$ cat src/rtl/router_reg_if.sv
// Signal bundle between the router FSM/source (master) and the router datapath register block (slave).
// Carries the per-byte strobes and the packet byte; dout goes on to the selected output FIFO.
interface router_reg_if;
  logic       pkt_valid;
  logic [7:0] data_in;
  logic       fifo_full;
  logic       detect_add;
  logic       ld_state;
  logic       laf_state;
  logic       full_state;
  logic       lfd_state;
  logic       rst_int_reg;
  logic       err;
  logic       parity_done;
  logic       low_packet_valid;
  logic [7:0] dout;

  modport master (
    output pkt_valid, data_in, fifo_full, detect_add, ld_state, laf_state,
           full_state, lfd_state, rst_int_reg,
    input  err, parity_done, low_packet_valid, dout
  );

  modport slave (
    input  pkt_valid, data_in, fifo_full, detect_add, ld_state, laf_state,
           full_state, lfd_state, rst_int_reg,
    output err, parity_done, low_packet_valid, dout
  );
endinterface

$ cat src/rtl/router_reg.sv
// Router datapath registers: header latch, byte streaming to dout with one-cycle latency, running parity check.
// A byte arriving while the FIFO is full is parked in r_full_byte and replayed in LOAD_AFTER_FULL.
module router_reg (
  input  logic        clock,
  input  logic        resetn,
  router_reg_if.slave bus
);

  logic [7:0] r_header_byte;
  logic [7:0] r_full_byte;
  logic [7:0] r_int_parity;
  logic [7:0] r_pkt_parity;
  logic [7:0] r_dout;
  logic       r_err;
  logic       r_parity_done;
  logic       r_low_packet_valid;

  logic w_hdr_capture;
  logic w_ld_parity;
  logic w_pd_set;

  assign w_hdr_capture = bus.detect_add && bus.pkt_valid && (bus.data_in[1:0] != 2'b11);
  // pkt_valid low during LOAD_DATA marks the trailing parity byte
  assign w_ld_parity   = bus.ld_state && !bus.pkt_valid;
  assign w_pd_set      = (w_ld_parity && !bus.fifo_full) ||
                         (bus.laf_state && r_low_packet_valid && !r_parity_done);

  always_ff @(posedge clock or negedge resetn) begin
    if (!resetn) begin
      r_header_byte <= 8'h00;
    end else if (w_hdr_capture) begin
      r_header_byte <= bus.data_in;
    end
  end

  always_ff @(posedge clock or negedge resetn) begin
    if (!resetn) begin
      r_dout      <= 8'h00;
      r_full_byte <= 8'h00;
    end else if (bus.lfd_state) begin
      r_dout <= r_header_byte;
    end else if (bus.ld_state && !bus.fifo_full) begin
      r_dout <= bus.data_in;
    end else if (bus.ld_state && bus.fifo_full) begin
      r_full_byte <= bus.data_in;
    end else if (bus.laf_state) begin
      r_dout <= r_full_byte;
    end
  end

  always_ff @(posedge clock or negedge resetn) begin
    if (!resetn) begin
      r_int_parity <= 8'h00;
    end else if (bus.detect_add) begin
      r_int_parity <= 8'h00;
    end else if (bus.lfd_state) begin
      r_int_parity <= r_int_parity ^ r_header_byte;
    end else if (bus.ld_state && bus.pkt_valid && !bus.full_state) begin
      r_int_parity <= r_int_parity ^ bus.data_in;
    end
  end

  always_ff @(posedge clock or negedge resetn) begin
    if (!resetn) begin
      r_pkt_parity <= 8'h00;
    end else if (bus.detect_add) begin
      r_pkt_parity <= 8'h00;
    end else if (w_ld_parity) begin
      r_pkt_parity <= bus.data_in;
    end
  end

  // Deliberately not cleared by detect_add: only the FSM's rst_int_reg drops it
  always_ff @(posedge clock or negedge resetn) begin
    if (!resetn) begin
      r_low_packet_valid <= 1'b0;
    end else if (bus.rst_int_reg) begin
      r_low_packet_valid <= 1'b0;
    end else if (w_ld_parity) begin
      r_low_packet_valid <= 1'b1;
    end
  end

  always_ff @(posedge clock or negedge resetn) begin
    if (!resetn) begin
      r_parity_done <= 1'b0;
      r_err         <= 1'b0;
    end else if (bus.detect_add) begin
      r_parity_done <= 1'b0;
      r_err         <= 1'b0;
    end else begin
      if (w_pd_set) begin
        r_parity_done <= 1'b1;
      end
      if (r_parity_done) begin
        r_err <= (r_int_parity != r_pkt_parity);
      end
    end
  end

  assign bus.dout             = r_dout;
  assign bus.err              = r_err;
  assign bus.parity_done      = r_parity_done;
  assign bus.low_packet_valid = r_low_packet_valid;

endmodule

$ cat src/flat_wrapper.sv
// flat-port wrapper written by rule: the top's interface ports become plain ports
module router_reg_flat 
  (clock, resetn, bus_pkt_valid, bus_data_in, bus_fifo_full, bus_detect_add, bus_ld_state, bus_laf_state, bus_full_state, bus_lfd_state, bus_rst_int_reg, bus_err, bus_parity_done, bus_low_packet_valid, bus_dout);
  router_reg_if bus_i ();
  input  logic clock;
  input  logic resetn;
  input wire logic [$bits(bus_i.pkt_valid)-1:0] bus_pkt_valid;
  input wire logic [$bits(bus_i.data_in)-1:0] bus_data_in;
  input wire logic [$bits(bus_i.fifo_full)-1:0] bus_fifo_full;
  input wire logic [$bits(bus_i.detect_add)-1:0] bus_detect_add;
  input wire logic [$bits(bus_i.ld_state)-1:0] bus_ld_state;
  input wire logic [$bits(bus_i.laf_state)-1:0] bus_laf_state;
  input wire logic [$bits(bus_i.full_state)-1:0] bus_full_state;
  input wire logic [$bits(bus_i.lfd_state)-1:0] bus_lfd_state;
  input wire logic [$bits(bus_i.rst_int_reg)-1:0] bus_rst_int_reg;
  output wire logic [$bits(bus_i.err)-1:0] bus_err;
  output wire logic [$bits(bus_i.parity_done)-1:0] bus_parity_done;
  output wire logic [$bits(bus_i.low_packet_valid)-1:0] bus_low_packet_valid;
  output wire logic [$bits(bus_i.dout)-1:0] bus_dout;
  assign bus_i.pkt_valid = bus_pkt_valid;
  assign bus_i.data_in = bus_data_in;
  assign bus_i.fifo_full = bus_fifo_full;
  assign bus_i.detect_add = bus_detect_add;
  assign bus_i.ld_state = bus_ld_state;
  assign bus_i.laf_state = bus_laf_state;
  assign bus_i.full_state = bus_full_state;
  assign bus_i.lfd_state = bus_lfd_state;
  assign bus_i.rst_int_reg = bus_rst_int_reg;
  assign bus_err = bus_i.err;
  assign bus_parity_done = bus_i.parity_done;
  assign bus_low_packet_valid = bus_i.low_packet_valid;
  assign bus_dout = bus_i.dout;
  router_reg u_core (.clock(clock), .resetn(resetn), .bus(bus_i));
endmodule
$ cat config.mk
export PLATFORM = sky130hd
export DESIGN_NAME = router_reg_flat
export DESIGN_NICKNAME = d
export VERILOG_FILES = /design/src/rtl/router_reg_if.sv /design/src/rtl/router_reg.sv /design/src/flat_wrapper.sv
export SDC_FILE = /design/constraint.sdc
export NUM_CORES = 1
export LEC_CHECK = 0
export BUFFER_PORTS_ARGS = -buffer_cell sky130_fd_sc_hd__buf_2
export CORE_MARGIN = 5
export CORE_UTILIZATION = 50
export DETAILED_ROUTE_END_ITERATION = 6
export PLACE_DENSITY = 0.75
export SYNTH_ARGS = -nofsm -noshare
export SYNTH_HDL_FRONTEND = slang
export SYNTH_SLANG_ARGS = --single-unit
$ cat constraint.sdc
create_clock -name clock -period 1.29 [get_ports clock]
set_clock_uncertainty 0.05 [all_clocks]
set_input_delay 0.387 -clock clock [delete_from_list [all_inputs] [get_ports clock]]
set_output_delay 0.387 -clock clock [all_outputs]
set_load 0.005 [all_outputs]
# Word level (Yosys, flattened, before mapping)
# Index checks and enable logic that the tools add are counted.
# op_classes
shift	0
n_eq_ne	3
order_cmp	0
n_mul	0
n_mux	15
addsub	0
bitwise_logic	4
n_reduce_logical	23
div	0
# ops
operator	count
$mux W8	9
$xor A8 B8 Y8	2
$logic_and A1 B1 Y1	10
$ne A8 B8 Y1	1
$reduce_bool A2 Y1	4
$mux W1	6
$reduce_bool A3 Y1	2
$logic_not A1 Y1	4
$ne A3 B2 Y1 const B	1
$reduce_and A3 Y1	1
$ne A2 B2 Y1 const B	1
$not A1 Y1	2
$reduce_and A2 Y1	1
$logic_or A1 B1 Y1	1
# totals
rom_bits	0
output_inout_bits	11
ramBits	0
register_bits	43
latch_bits	0
in_bits	18
memories	0

# Longest topological paths before layout
# logic_depth
word_depth	6
depth_mapped	6

# Worst setup path after synthesis
# Ideal clock, no wire load.
# synth_path
path_kind	input to register
start	input port bus_lfd_state
end	register u_core.r_full_byte[0]
setup_ns	0.125
n_path_buf	1
path_slack_ns	-0.087
t_arrival_ns	1.203
cell_stages	3
required_ns	1.115
path_cell_list	buf_4 -> nand3b_1 -> mux2_2
# synth_between
elab_chain_cells	2
# synth_rtl
element	line	source
from (decl)	flat_wrapper.sv:14	input wire logic [$bits(bus_i.lfd_state)-1:0] bus_lfd_state;
$not A1 Y1 (no source line)	--	
$reduce_and A3 Y1 (no source line)	--	
to (signal assigned)	router_reg.sv:45	r_full_byte <= bus.data_in;
to (decl)	router_reg.sv:10	logic [7:0] r_full_byte;
# No other way between the ends.
# A chain may end at the register's enable or synchronous reset.

# Final worst setup path
# layout_path
start	register u_core.r_dout[6], in the netlist u_core.bus.dout[6]
end	output port bus_dout[6]
# layout_lines
element	line	source
from (decl)	router_reg.sv:13	logic [7:0] r_dout;
from (signal assigned)	router_reg.sv:41	r_dout <= r_header_byte;
from (signal assigned)	router_reg.sv:43	r_dout <= bus.data_in;
from (signal assigned)	router_reg.sv:47	r_dout <= r_full_byte;
to (decl)	flat_wrapper.sv:19	output wire logic [$bits(bus_i.dout)-1:0] bus_dout;
# No word-level cell between the ends.

==> flow_summary.yaml <==
power:
  combinational_power_share_pct: 21.8
  p_sw_w: 0.000912
  power.share.switching_pct: 25.8
  p_leak_nw: 1.23
  seq_power_share_pct: 47.9
  ir_drop_mv: 0.863
  power.clock.fraction_pct: 30.3
  p_int_w: 0.00262
  power-per-cell-area_nw_per_um2: 1370
worst_setup_path:
  end_of_the_critical_path: "bus_dout[6]"
  crit_path_top_delay_cell: "sky130_fd_sc_hd__dfrtp_1"
  timing.critical_path.required_ps: 850
  rr_startpoint: "u_core.r_int_parity[3]"
  path_max_fanout: 2
  r2r_slack_ps: 110
  worstSetupPathType: "register to primary output"
  path_cells: "buf_2"
  crit_path_max_incr_delay_ps: 400
  critical_path_buf_inv_count: 1
  cp_num_cells: 1
  startpoint: "u_core.bus.dout[6]"
  critical_path_arrival_ps: 820
  start_kind: "register"
  rr_endpoint: "u_core.bus.err"
  r2r_cell_count: 4
  crit_path_end_kind: "primary output"
  worst_path_dominant_cell_family: "flip-flops"
routing:
  pre_antenna_drt_iters: 4
  highest-signal-layer: "met4"
  antenna_violating_nets_remaining: 0
  dr_total_vias: 1503
  routed_wl_mm: 4.24
  first_iter_violations: 55
  detail_route.vias_per_cell: 5.22
  routed-wl-met2_mm: 2.15
  m1WireLength_mm: 1.85
  met3RoutedLength_um: 174
  drt-wirelength-per-cell_um: 14.7
  drt_drc_violations_left: 0
die:
  fp.dieArea_um2: 5530
  standard_cell_core_area_um2: 4000
  num_io_pins: 29
  initial_utilization_pct: 51.8
  die_h_um: 74.4
  die_x_um: 74.4
  placementRows: 23
clock_network:
  cts_sink_cnt: 43
  clkLatencyLatePin_ps: 290
  clk_pin_slew_worst_paths_ps: 80
  postCtsHoldBufs: 0
  htreeDepth: 2
  cts_tree: "done"
  deepest_clock_path_buffer_count: 2
  cts_made_buffers: 5
  cts.root.buffer_cell: "sky130_fd_sc_hd__clkbuf_8"
placed_design:
  numPortBuffers: 28
  place_ws_ps: -233
  detailed_place.area_um2: 2430
  placed_cells: 276
  hpwl_mm: 3.21
  gp_congestion: 0.808
timing:
  finalMaxSlewViolations: 0
  period_minus_slack_ps: 1260
  hold_viol_final: 0
  slew-limit-headroom_pct: 77.4
  final_period_utilization_pct: 97.6
  final.setup.tns_ps: 0
  fin_ws_ps: 30.7
  timing.final.setup_violations: 0
  grt_setup_unrepaired: "true"
  clock.fmax_mhz: 794
  worst-slew-pin-transition_ps: 338
global_route:
  groute.usage.overall_pct: 18.2
  grt_antenna_before_repair: 0
  globalRouteOverflowTotal: 0
  grt_pass1_wl_mm: 7.53
  grt_max_degree: 44
  first_global_vias: 1632
cells_and_area:
  layout.core_utilization_pct: 64.5
  layout-drive-gt1-share_pct: 35.3
  synthToLayoutAreaGrowth_pct: 24.6
  final_design_area_no_fill_um2: 2580
  stdcell_count: 288
  antennaDiodeCount: 0
  final.fill_count: 317
  nets: 255
  register_area_um2: 1080
  multi_input_logic_area_um2: 973
synth:
  sequential_area_share_after_synthesis_pct: 52.0
  synth.lib_cells_used.distinct: 25
  largest_area_contributor_in_the_netlist: "sky130_fd_sc_hd__dfrtp_1"
  synth.net_count: 205
  synth_top_cell_area_share_pct: 52.0
  ys.warnings.count: 0
  synth_area_leaders: "sky130_fd_sc_hd__dfrtp_1 (52%), sky130_fd_sc_hd__mux2_2 (8.7%), sky130_fd_sc_hd__mux2i_1 (7.7%)"
  mappedNetlistArea_um2: 2070
  synthesis.area_per_instance_um2: 11.1
  syn_inst: 187
  ys_ff_latch: 43
run:
  maxCapViolCount: 0
run_status:
  status: "completed"
worst_hold_path:
  min-delay-path-class: "primary input to asynchronous set/reset pin"
-- through the flow --
step / total power [W] / hold slack, ps
6_report: 0.00353 / 2.38
5_1_grt: 0.00376 / 13.2
4_1_cts: 0.00354 / 6.92
3_5_place_dp: 0.00246 / 333
3_3_place_gp: 0.00243 / 326
2_1_floorplan: 0.00217 / 41.4
-- synthesized netlist by cell type --
| cell | n |
|---|---|
| sky130_fd_sc_hd__dfrtp_1 | 43 |
| sky130_fd_sc_hd__nand2_1 | 25 |
| sky130_fd_sc_hd__nor2_1 | 19 |
| sky130_fd_sc_hd__a21oi_1 | 16 |
| sky130_fd_sc_hd__mux2_2 | 16 |
| sky130_fd_sc_hd__mux2i_1 | 16 |
| sky130_fd_sc_hd__xnor2_1 | 13 |
| sky130_fd_sc_hd__o21ai_1 | 8 |
| sky130_fd_sc_hd__mux2_1 | 6 |
| sky130_fd_sc_hd__buf_6 | 3 |
| sky130_fd_sc_hd__nor2b_1 | 3 |
| sky130_fd_sc_hd__xor2_1 | 3 |
| sky130_fd_sc_hd__clkbuf_1 | 2 |
| sky130_fd_sc_hd__nand2b_1 | 2 |
| sky130_fd_sc_hd__nand3b_1 | 2 |
| sky130_fd_sc_hd__a211oi_1 | 1 |
| sky130_fd_sc_hd__a21o_1 | 1 |
| sky130_fd_sc_hd__a31oi_1 | 1 |
| sky130_fd_sc_hd__buf_1 | 1 |
| sky130_fd_sc_hd__buf_2 | 1 |
| sky130_fd_sc_hd__buf_4 | 1 |
| sky130_fd_sc_hd__nand4_1 | 1 |
| sky130_fd_sc_hd__nor3_4 | 1 |
| sky130_fd_sc_hd__nor4_1 | 1 |
| sky130_fd_sc_hd__o21bai_1 | 1 |
-- worst min path at each step --
stage                      start                    end  slack [ps]  cells past startpoint
after floorplan           resetn     u_core.bus.dout[0]          40                      0
after global placement    resetn  u_core.r_full_byte[0]         330                      2
after detailed placement  resetn  u_core.r_full_byte[0]         330                      2
after CTS                 resetn     u_core.bus.dout[0]           7                      2
after global routing      resetn     u_core.bus.dout[1]          10                      2
final                     resetn     u_core.bus.dout[1]           2                      2
-- power by group through the flow --
| stage | combinational [W] | clock (W) | sequential (W) |
|---|---|---|---|
| 2_1_floorplan | 0.000480 | 0 | 0.00169 |
| 3_3_place_gp | 0.000715 | 0 | 0.00171 |
| 3_5_place_dp | 0.000739 | 0 | 0.00172 |
| 4_1_cts | 0.000746 | 0.00110 | 0.00169 |
| 5_1_grt | 0.000866 | 0.00117 | 0.00172 |
| 6_report | 0.000768 | 0.00107 | 0.00169 |
-- state kept, by name, summed over array words and instances (netlist names) --
signal	count
u_core.bus.low_packet_valid	1
u_core.r_int_parity	8
u_core.r_header_byte	8
u_core.bus.err	1
u_core.bus.parity_done	1
u_core.bus.dout	8
u_core.r_pkt_parity	8
u_core.r_full_byte	8
-- repair_timing --
item                                    in CTS  in global routing
resized for setup                            0                  1
hold endpoints to repair                     0                  0
endpoints found under the setup margin       1                  7
cloned                                       0                  0
buffers inserted                             1                  3
-- layout make-up --
class	count	share of cell area, %
multi-input combinational	136	37.7
timing repair buffer	51	13.6
clock inverter	2	1.36
clock buffer	6	3.20
sequential	43	41.7
tap	50	2.42
-- cells by family after synthesis --
group,after synthesis,share of synthesized area (%)
XOR/XNOR,16,6.77
multiplexers,38,19.7
AND/OR/NAND/NOR,54,11.6
flip-flops,43,52.0
buffers and inverters,8,2.78
AO/OA/AOI/OAI,28,7.19
-- cell usage in the layout, fill, tap and decap left out, types with 3 or more instances in the layout --
master and n:
sky130_fd_sc_hd__mux2_2 16, sky130_fd_sc_hd__nand2_1 25, sky130_fd_sc_hd__buf_12 3, sky130_fd_sc_hd__xor2_1 3, sky130_fd_sc_hd__mux2i_1 16, sky130_fd_sc_hd__a21oi_1 16, sky130_fd_sc_hd__dfrtp_1 43, sky130_fd_sc_hd__clkbuf_8 6
sky130_fd_sc_hd__nor2_1 19, sky130_fd_sc_hd__buf_2 28, sky130_fd_sc_hd__xnor2_1 13, sky130_fd_sc_hd__buf_4 20, sky130_fd_sc_hd__mux2_4 6, sky130_fd_sc_hd__o21ai_1 8
-- per-layer routing --
metal	up-vias	GRT usage [%]
li1	734	-
met1	738	23.3
met2	26	30.5
met3	5	4.59
met4	0	5.93
met5	-	0
No activity file was read; power rests on OpenSTA's default activity.
